`config.mk`:
```
export PLATFORM = sky130hd
export DESIGN_NAME = vga_timing_gen
export DESIGN_NICKNAME = d
export VERILOG_FILES = /design/src/rtl/vga_timing_pkg.sv /design/src/rtl/vga_timing_gen_delay_line.sv /design/src/rtl/vga_timing_gen.sv
export SDC_FILE = /design/constraint.sdc
export NUM_CORES = 1
export LEC_CHECK = 0
export CORE_UTILIZATION = 51
export DETAILED_ROUTE_END_ITERATION = 12
export HOLD_SLACK_MARGIN = 0.15
export PLACE_DENSITY = 0.88
export SLEW_MARGIN = 30
export SYNTH_ARGS = -nofsm -noshare
export SYNTH_HDL_FRONTEND = slang
export SYNTH_SLANG_ARGS = --single-unit
export TNS_END_PERCENT = 5
```
`constraint.sdc`:
```
create_clock -name clk -period 2.93 [get_ports clk]
set_clock_uncertainty 0.15 [all_clocks]
set_input_delay 0.586 -clock clk [delete_from_list [all_inputs] [get_ports clk]]
set_output_delay 0.586 -clock clk [all_outputs]
set_load 0.03 [all_outputs]
```
`src/rtl/vga_timing_pkg.sv`:
```
// VGA raster timing: shared types, standard mode constants and helpers.
// Imported by the timing generator and its delay line.
package vga_timing_pkg;

    typedef struct packed {
        logic [15:0] h_active;
        logic [15:0] h_fp;
        logic [15:0] h_sync;
        logic [15:0] h_bp;
        logic [15:0] v_active;
        logic [15:0] v_fp;
        logic [15:0] v_sync;
        logic [15:0] v_bp;
        logic        hsync_pol;
        logic        vsync_pol;
    } vga_timing_t;

    // 640x480@60, 25 MHz pixel rate from 100 MHz
    localparam vga_timing_t VGA_640X480_60 = '{
        h_active: 16'd640, h_fp: 16'd16, h_sync: 16'd96, h_bp: 16'd48,
        v_active: 16'd480, v_fp: 16'd10, v_sync: 16'd2,  v_bp: 16'd33,
        hsync_pol: 1'b0, vsync_pol: 1'b0
    };
    localparam int VGA_640X480_60_CLK_DIV = 4;

    // 800x600@72, 50 MHz pixel rate from 100 MHz
    localparam vga_timing_t VGA_800X600_72 = '{
        h_active: 16'd800, h_fp: 16'd56, h_sync: 16'd120, h_bp: 16'd64,
        v_active: 16'd600, v_fp: 16'd37, v_sync: 16'd6,   v_bp: 16'd23,
        hsync_pol: 1'b1, vsync_pol: 1'b1
    };
    localparam int VGA_800X600_72_CLK_DIV = 2;

    function automatic int calc_total(int active, int fp, int sync, int bp);
        return active + fp + sync + bp;
    endfunction

endpackage

```
`src/rtl/vga_timing_gen_delay_line.sv`:
```
// Enable-gated shift register used to align sync/active with pixel data.
// DEPTH of zero is a straight wire.
module vga_delay_line #(
    parameter int               DEPTH   = 2,
    parameter int               WIDTH   = 3,
    parameter logic [WIDTH-1:0] RST_VAL = '0
) (
    input  logic             clk,
    input  logic             reset,
    input  logic             en_i,
    input  logic [WIDTH-1:0] d_i,
    output logic [WIDTH-1:0] q_o
);

    if (DEPTH == 0) begin : g_wire
        logic unused_ctl;
        assign unused_ctl = ^{clk, reset, en_i};
        assign q_o = d_i;
    end else begin : g_regs
        logic [WIDTH-1:0] stage_q [DEPTH];

        // Shift one stage per enable; reset loads the idle value everywhere
        always_ff @(posedge clk) begin
            if (reset) begin
                for (int i = 0; i < DEPTH; i++) stage_q[i] <= RST_VAL;
            end else if (en_i) begin
                stage_q[0] <= d_i;
                for (int i = 1; i < DEPTH; i++) stage_q[i] <= stage_q[i-1];
            end
        end

        assign q_o = stage_q[DEPTH-1];
    end

endmodule

```
`src/rtl/vga_timing_gen.sv`:
```
// Parametrised VGA raster engine on the system clock with a pixel
// clock-enable, undelayed coordinates and latency-matched sync/active.
module vga_timing_gen
    import vga_timing_pkg::*;
#(
    parameter int CLK_DIV   = VGA_640X480_60_CLK_DIV,
    parameter int H_ACTIVE  = int'(VGA_640X480_60.h_active),
    parameter int H_FP      = int'(VGA_640X480_60.h_fp),
    parameter int H_SYNC    = int'(VGA_640X480_60.h_sync),
    parameter int H_BP      = int'(VGA_640X480_60.h_bp),
    parameter int V_ACTIVE  = int'(VGA_640X480_60.v_active),
    parameter int V_FP      = int'(VGA_640X480_60.v_fp),
    parameter int V_SYNC    = int'(VGA_640X480_60.v_sync),
    parameter int V_BP      = int'(VGA_640X480_60.v_bp),
    parameter bit HSYNC_POL = VGA_640X480_60.hsync_pol,
    parameter bit VSYNC_POL = VGA_640X480_60.vsync_pol,
    parameter int PIPE_LAT  = 2,
    parameter int COORD_W   = 10
) (
    input  logic               clk,
    input  logic               reset,
    output logic               pix_ce,
    output logic [COORD_W-1:0] x_pos,
    output logic [COORD_W-1:0] y_pos,
    output logic               req_active,
    output logic               hsync,
    output logic               vsync,
    output logic               vid_active,
    output logic               line_start,
    output logic               frame_start,
    output logic [15:0]        frame_count
);

    localparam int H_TOTAL = calc_total(H_ACTIVE, H_FP, H_SYNC, H_BP);
    localparam int V_TOTAL = calc_total(V_ACTIVE, V_FP, V_SYNC, V_BP);
    localparam int HS_BEG  = H_ACTIVE + H_FP;
    localparam int HS_END  = HS_BEG + H_SYNC;
    localparam int VS_BEG  = V_ACTIVE + V_FP;
    localparam int VS_END  = VS_BEG + V_SYNC;
    localparam int DIV_W   = (CLK_DIV > 1) ? $clog2(CLK_DIV) : 1;

    if (H_TOTAL > 2**COORD_W || V_TOTAL > 2**COORD_W) begin : g_bad_w
        $error("vga_timing_gen: COORD_W too narrow for raster totals");
    end
    if (PIPE_LAT < 0 || PIPE_LAT > 4 || CLK_DIV < 1) begin : g_bad_p
        $error("vga_timing_gen: PIPE_LAT or CLK_DIV out of range");
    end

    logic [DIV_W-1:0]   div_q, div_d;
    logic [COORD_W-1:0] h_q, h_d, v_q, v_d;
    logic [15:0]        fc_q, fc_d;
    logic               h_wrap, v_wrap;
    logic               hs0, vs0;
    logic [2:0]         dly;

    assign pix_ce = (div_q == DIV_W'(CLK_DIV - 1));
    assign h_wrap = (h_q == COORD_W'(H_TOTAL - 1));
    assign v_wrap = (v_q == COORD_W'(V_TOTAL - 1));

    // Next-state for divider, raster counters and frame counter
    always_comb begin
        div_d = pix_ce ? '0 : div_q + 1'b1;
        h_d   = h_q;
        v_d   = v_q;
        fc_d  = fc_q;
        if (pix_ce) begin
            h_d = h_wrap ? '0 : h_q + 1'b1;
            if (h_wrap) begin
                v_d = v_wrap ? '0 : v_q + 1'b1;
                if (v_wrap) fc_d = fc_q + 16'd1;
            end
        end
    end

    // Counter state, cleared by reset at any point in the frame
    always_ff @(posedge clk) begin
        if (reset) begin
            div_q <= '0;
            h_q   <= '0;
            v_q   <= '0;
            fc_q  <= '0;
        end else begin
            div_q <= div_d;
            h_q   <= h_d;
            v_q   <= v_d;
            fc_q  <= fc_d;
        end
    end

    assign x_pos       = h_q;
    assign y_pos       = v_q;
    assign frame_count = fc_q;
    assign req_active  = (h_q < COORD_W'(H_ACTIVE)) && (v_q < COORD_W'(V_ACTIVE));
    assign line_start  = pix_ce && (h_q == '0);
    assign frame_start = line_start && (v_q == '0);

    assign hs0 = (h_q >= COORD_W'(HS_BEG)) && (h_q < COORD_W'(HS_END));
    assign vs0 = (v_q >= COORD_W'(VS_BEG)) && (v_q < COORD_W'(VS_END));

    vga_delay_line #(
        .DEPTH   (PIPE_LAT),
        .WIDTH   (3),
        .RST_VAL (3'b000)
    ) u_dly (
        .clk   (clk),
        .reset (reset),
        .en_i  (pix_ce),
        .d_i   ({hs0, vs0, req_active}),
        .q_o   (dly)
    );

    assign hsync      = HSYNC_POL ? dly[2] : ~dly[2];
    assign vsync      = VSYNC_POL ? dly[1] : ~dly[1];
    assign vid_active = dly[0];

endmodule

```
; Word-level counts from Yosys, hierarchy flattened
; Memories as Yosys holds them, arrays and structs flattened.
; Cells that the tools add are included.
[totals]
n_memories = 1
out_inout_bits = 43
ff_bits = 38
input_bits = 2
elab_cells = 41
mem_bits_rw = 6
[op_classes]
reduce_logical = 10
magnitude_cmp = 6
muxes = 9
n_bitwise = 4
eq_ne = 3
n_addsub = 4
[mem_list]
columns = name, depth, word_bits, rd, rd_clocked_by_memory_dff, write_ports, line_no
row1 = u_dly.g_regs.stage_q, 2, 3, 2, 0, 2, vga_timing_gen_delay_line.sv:20  ; logic [WIDTH-1:0] stage_q [DEPTH];
[op_table]
columns = operator, count
row1 = "adder 10 x 1 -> 10 bit, second input constant", 2
row2 = "equality test 10 bit, second input constant", 2
row3 = logical NOT 10 bit, 2
row4 = "less-than comparator 10 bit, second input constant", 2
row5 = "less-than comparator 10 x 9 -> 1 bit, second input constant", 2
row6 = two-way mux 10 bit, 2
row7 = "adder 16 x 1 -> 16 bit, second input constant", 1
row8 = ">= comparator 10 bit, second input constant", 1
row9 = ">= comparator 10 x 9 -> 1 bit, second input constant", 1
row10 = two-way mux 3 bit, 2
row11 = logical AND 1 bit, 5
row12 = two-way mux 1 bit, 5
row13 = AND reduction 3 bit, 1
row14 = "adder 2 x 1 -> 2 bit, second input constant", 1
row15 = "equality test 2 bit, second input constant", 1
row16 = NOT 1 bit, 2
row17 = OR 1 bit, 2
row18 = AND reduction 2 bit, 1
row19 = OR reduction 2 bit, 1

; Longest topological paths before layout
[logic_depth]
ltp_word = 5
depth_mapped = 9
mapped_depth_nobuf = 6

; Cells and area by module
; From an unflattened synthesis, not the netlist that was laid out.
[unflattened]
hier_cells = 241
area_unflattened_um2 = 2157.1
[modules_own_cells]
columns = mod, seq_area_each_um2, instances, cells_per_inst, area_per_inst_um2
row1 = vga_timing_gen, 760.7, 1, 225, 1895.6
row2 = vga_delay_line, 180.2, 1, 16, 261.5

; Worst setup path after synthesis
; Ideal clock, no wire load.
[synth_timing]
path_kind = flip-flop to output port
start = register div_q[0]
end = output frame_start
required_ps = 2194
n_path_buf = 1
path_slack_ps = 219
arrival_ps = 1975
stages_incl_launch_ff = 6
cell_sequence = dfxtp_1 ha_1 clkbuf_1 nor4b_1 and3_1 and4b_1
[synth_between]
elab_chain_len = 3
[synth_rtl]
columns = element, line_no
row1 = "start, declared", vga_timing_gen.sv:49  ; logic [DIV_W-1:0] div_q, div_d;
row2 = "start signal, assigned", vga_timing_gen.sv:83  ; div_q <= div_d;
row3 = equality test 2 bit, vga_timing_gen.sv:56  ; assign pix_ce = (div_q == DIV_W'(CLK_DIV - 1));
row4 = named net pix_ce, vga_timing_gen.sv:22  ; output logic pix_ce,
row5 = logical AND 1 bit, vga_timing_gen.sv:94  ; assign line_start = pix_ce && (h_q == '0);
row6 = named net line_start, vga_timing_gen.sv:29  ; output logic line_start,
row7 = logical AND 1 bit, vga_timing_gen.sv:95  ; assign frame_start = line_start && (v_q == '0);
row8 = "end, declared", vga_timing_gen.sv:30  ; output logic frame_start,
; The timed path passes the listed nets, and every way through them passes these cells.

; Final worst setup path
[layout_timing]
start = register div_q[0]
end = output line_start
[layout_between]
elab_chain_len = 2
[layout_rtl]
columns = element, line_no
row1 = equality test 2 bit, vga_timing_gen.sv:56
row2 = logical AND 1 bit, vga_timing_gen.sv:94
row3 = "end, declared", vga_timing_gen.sv:29
; No other way between the ends.

==> results summary <==
The first-pass iteration count of the detailed router came out at 4. The measured slew at the worst slew-check pin came out at 0.4972 ns. The layout-stage area growth over the synthesis result came out at 24.50%.

The worst setup path is launched from a register. The total negative slack came out at 0 ns. The via count normalized by instance count came out at 6.177. The remaining antenna violation count is 0. The fraction of the yosys area taken by sequential cells is 40.85%.

The count of clock tree sinks came out at 44. The number of pins with negative max-slew slack in the final report is 0. The hold-fix buffer count after cts is 0. The library cell used most frequently in the layout, excluding fill and tap cells, is sky130_fd_sc_hd__clkdlybuf4s50_1. The relative slew slack came out at 66.60%.

The arrival time at the worst endpoint is 2.06 ns. The remaining design rule violation count came out at 0. The layout filler cell count came out at 351. The most used flip-flop cell after synthesis is sky130_fd_sc_hd__dfxtp_1. The floorplan has 24 rows. The final worst-path cycle share came out at 95.44%. The routed layout has 2199 vias. The largest buffer count on any clock path came out at 2. The area of the core came out at 4354 µm².

The initial utilization of the core area, before any placement, comes to 52.90%. The highest clock rate came out at 0.3576 GHz. The I/O pin count came out at 45. During placement, the flow inserted port buffers numbering 44.

The die extent in y came out at 69.21 µm. The DRC violation total after the first TritonRoute iteration is 152. The total number of yosys warnings is 0.

The number of nets produced by synthesis came out at 275. The total wire length after detailed routing came out at 5435 µm. The fraction of synthesis flops using an asynchronous set or reset pin is 0%. The clock insertion delay at the later pin of the skew report is 0.31 ns.

Setup repair after global routing left no endpoint under its margin. At the worst endpoint, the required time is 2.19 ns. The post-synthesis instance area is 2303 µm². The first global-routing pass estimated 8956 µm of wire. The die extent in x came out at 69.21 µm. The kind of capture point of the worst setup path is a primary output. The final critical-path required period came out at 2.796 ns. The root buffer cell chosen for the clock tree is sky130_fd_sc_hd__clkbuf_8. The number of global-route vias before repair was 1923.

Setup violations remaining at the end of the flow were counted as 0. The critical path is of the register to primary output type. The detailed-placement wirelength estimate came out at 3748 µm. The path class of the tightest hold or removal check is register to register. The worst-case IR drop observed on VDD is 214.3 µV.

The TritonCTS clock tree is built. The flip-flop and latch count after synthesis came out at 44. The distinct cell type count of the synthesized netlist is 41. After clock tree synthesis, the clock-pin slew on the worst setup and hold paths is 0.08 ns.

The net count reported at finish is 311. The total congestion overflow came out at 0. The leakage power of the design came out at 0.9255 nW. Leaving out fill and tap cells, the most frequent cells in the layout are 43 x sky130_fd_sc_hd__clkdlybuf4s50_1, 38 x sky130_fd_sc_hd__dfxtp_1, 25 x sky130_fd_sc_hd__a21oi_1. Dividing total power by cell area gives a power density of 400.9 nW/µm². The proportion of layout cells with a drive suffix above 1 came out at 7.566%. The utilization after layout came out at 65.86%. The weighted congestion reported at the end of routability-driven placement is 0.8510. The post-layout instance count excluding filler cells is 356. The initial antenna violation count came to 0. The overall fraction of global-route tracks in use is 22.89%.

The pin count of the biggest net entering global routing came out at 37. The CTS H-tree depth is 2. The number of hold violations in the final report came out at 0. The die covers 4789 µm². The highest net fanout along the worst path is 2. 0 antenna diodes ended up in the layout. The max-cap check violation count came out at 0. The mean area per synthesized cell is 8.627 µm². The flow ran to the end, and the final reports show no timing, DRC or antenna violations.

The routed length per placed instance is 15.27 µm. The number of enable-type register cells in the synthesized netlist is 6. The number of clock buffers added by TritonCTS is 5. Synthesis handed over a netlist of 267 instances. The cell total after placement is 348.
==> kinds of logic (layout without fill, tap and decap cells) <==
family	after synthesis	count (layout)	synth area share [%]
simple gates	127	127	33.24
compound gates	50	50	13.20
flops	44	44	40.85
buf+inv	29	66	5.160
xor+xnor	10	10	3.802
fa+ha+maj	6	6	3.259
mux	1	1	0.4888
==> critical path, stage by stage, from the launching register on <==
cell and delay [ns]:
sky130_fd_sc_hd__dfxtp_1 0.34, sky130_fd_sc_hd__ha_1 0.19, sky130_fd_sc_hd__nor4b_1 0.30, sky130_fd_sc_hd__and3_1 0.24, sky130_fd_sc_hd__clkdlybuf4s50_1 0.69
==> through the flow <==
stage          instance area (µm²)  hold slack [ns]  total power, mW  worst slack, ns
2_1_floorplan                 2303           0.2492           0.6769           0.2195
3_3_place_gp                  2761           0.2566           0.6976           0.3363
3_5_place_dp                  2761           0.2637           0.7006           0.3182
4_1_cts                       2868           0.2756            1.154           0.1583
5_1_grt                       2868           0.2960            1.183         0.002617
6_report                      2868           0.2739            1.150           0.1337
==> registers in the layout (all words and copies together), names as in the netlist <==
signal,cells
div_q,2
x_pos,10
u_dly.g_regs.stage_q,6
y_pos,10
frame_count,16
==> synthesized netlist by cell type, drive strengths merged (6+ instances only) <==
library cell / number / area share, %
xor2: 6 / 2.3
or4: 17 / 5.9
dfxtp: 38 / 33
nand3: 12 / 2.8
clkbuf: 17 / 2.8
o21ai: 6 / 1.3
a21oi: 25 / 5.4
nor2: 20 / 3.3
nor3: 6 / 1.3
o31ai: 13 / 4.2
ha: 6 / 3.3
nand2: 14 / 2.3
edfxtp: 6 / 7.8
or3: 6 / 1.9
and3: 7 / 1.9
nand4: 13 / 3.5
inv: 9 / 1.5
==> metal layers <==
layer / routed length [µm] / track usage [%]
met3: 300 / 5.523
met4: 71 / 7.483
met2: 2611 / 37.65
met5: 0 / 0
met1: 2451 / 29.50
==> cell type report <==
class,count,area [µm²],share of cell area (%)
multi-input combinational,194,1244,43.37
sequential,44,940.9,32.81
timing repair buffer,49,476.7,16.62
clock buffer,6,72.57,2.531
tap,52,65.06,2.269
clock inverter,2,35.03,1.222
inverter,9,33.78,1.178
==> repair_timing <==
action	in CTS	in global routing
endpoints found under the setup margin	1	0
buffers inserted	0	0
gates resized for setup	1	0
==> path summary, 6_finish.rpt <==
check,startpoint,end,slack (ns),cells after the start
setup / recovery,div_q[0],line_start,0.13,4
setup reg to reg,x_pos[1],y_pos[6],0.38,6
hold / removal,div_q[0],div_q[0],0.27,1
hold reg to reg,div_q[0],div_q[0],0.27,1
==> where the power goes <==
part,switching (mW),internal (mW),total (mW)
logic,0.0383,0.0228,0.0611
clock network,0.210,0.253,0.464
registers,0.00456,0.621,0.625
total,0.253,0.896,1.15
Power figures use the tool's default switching activity.
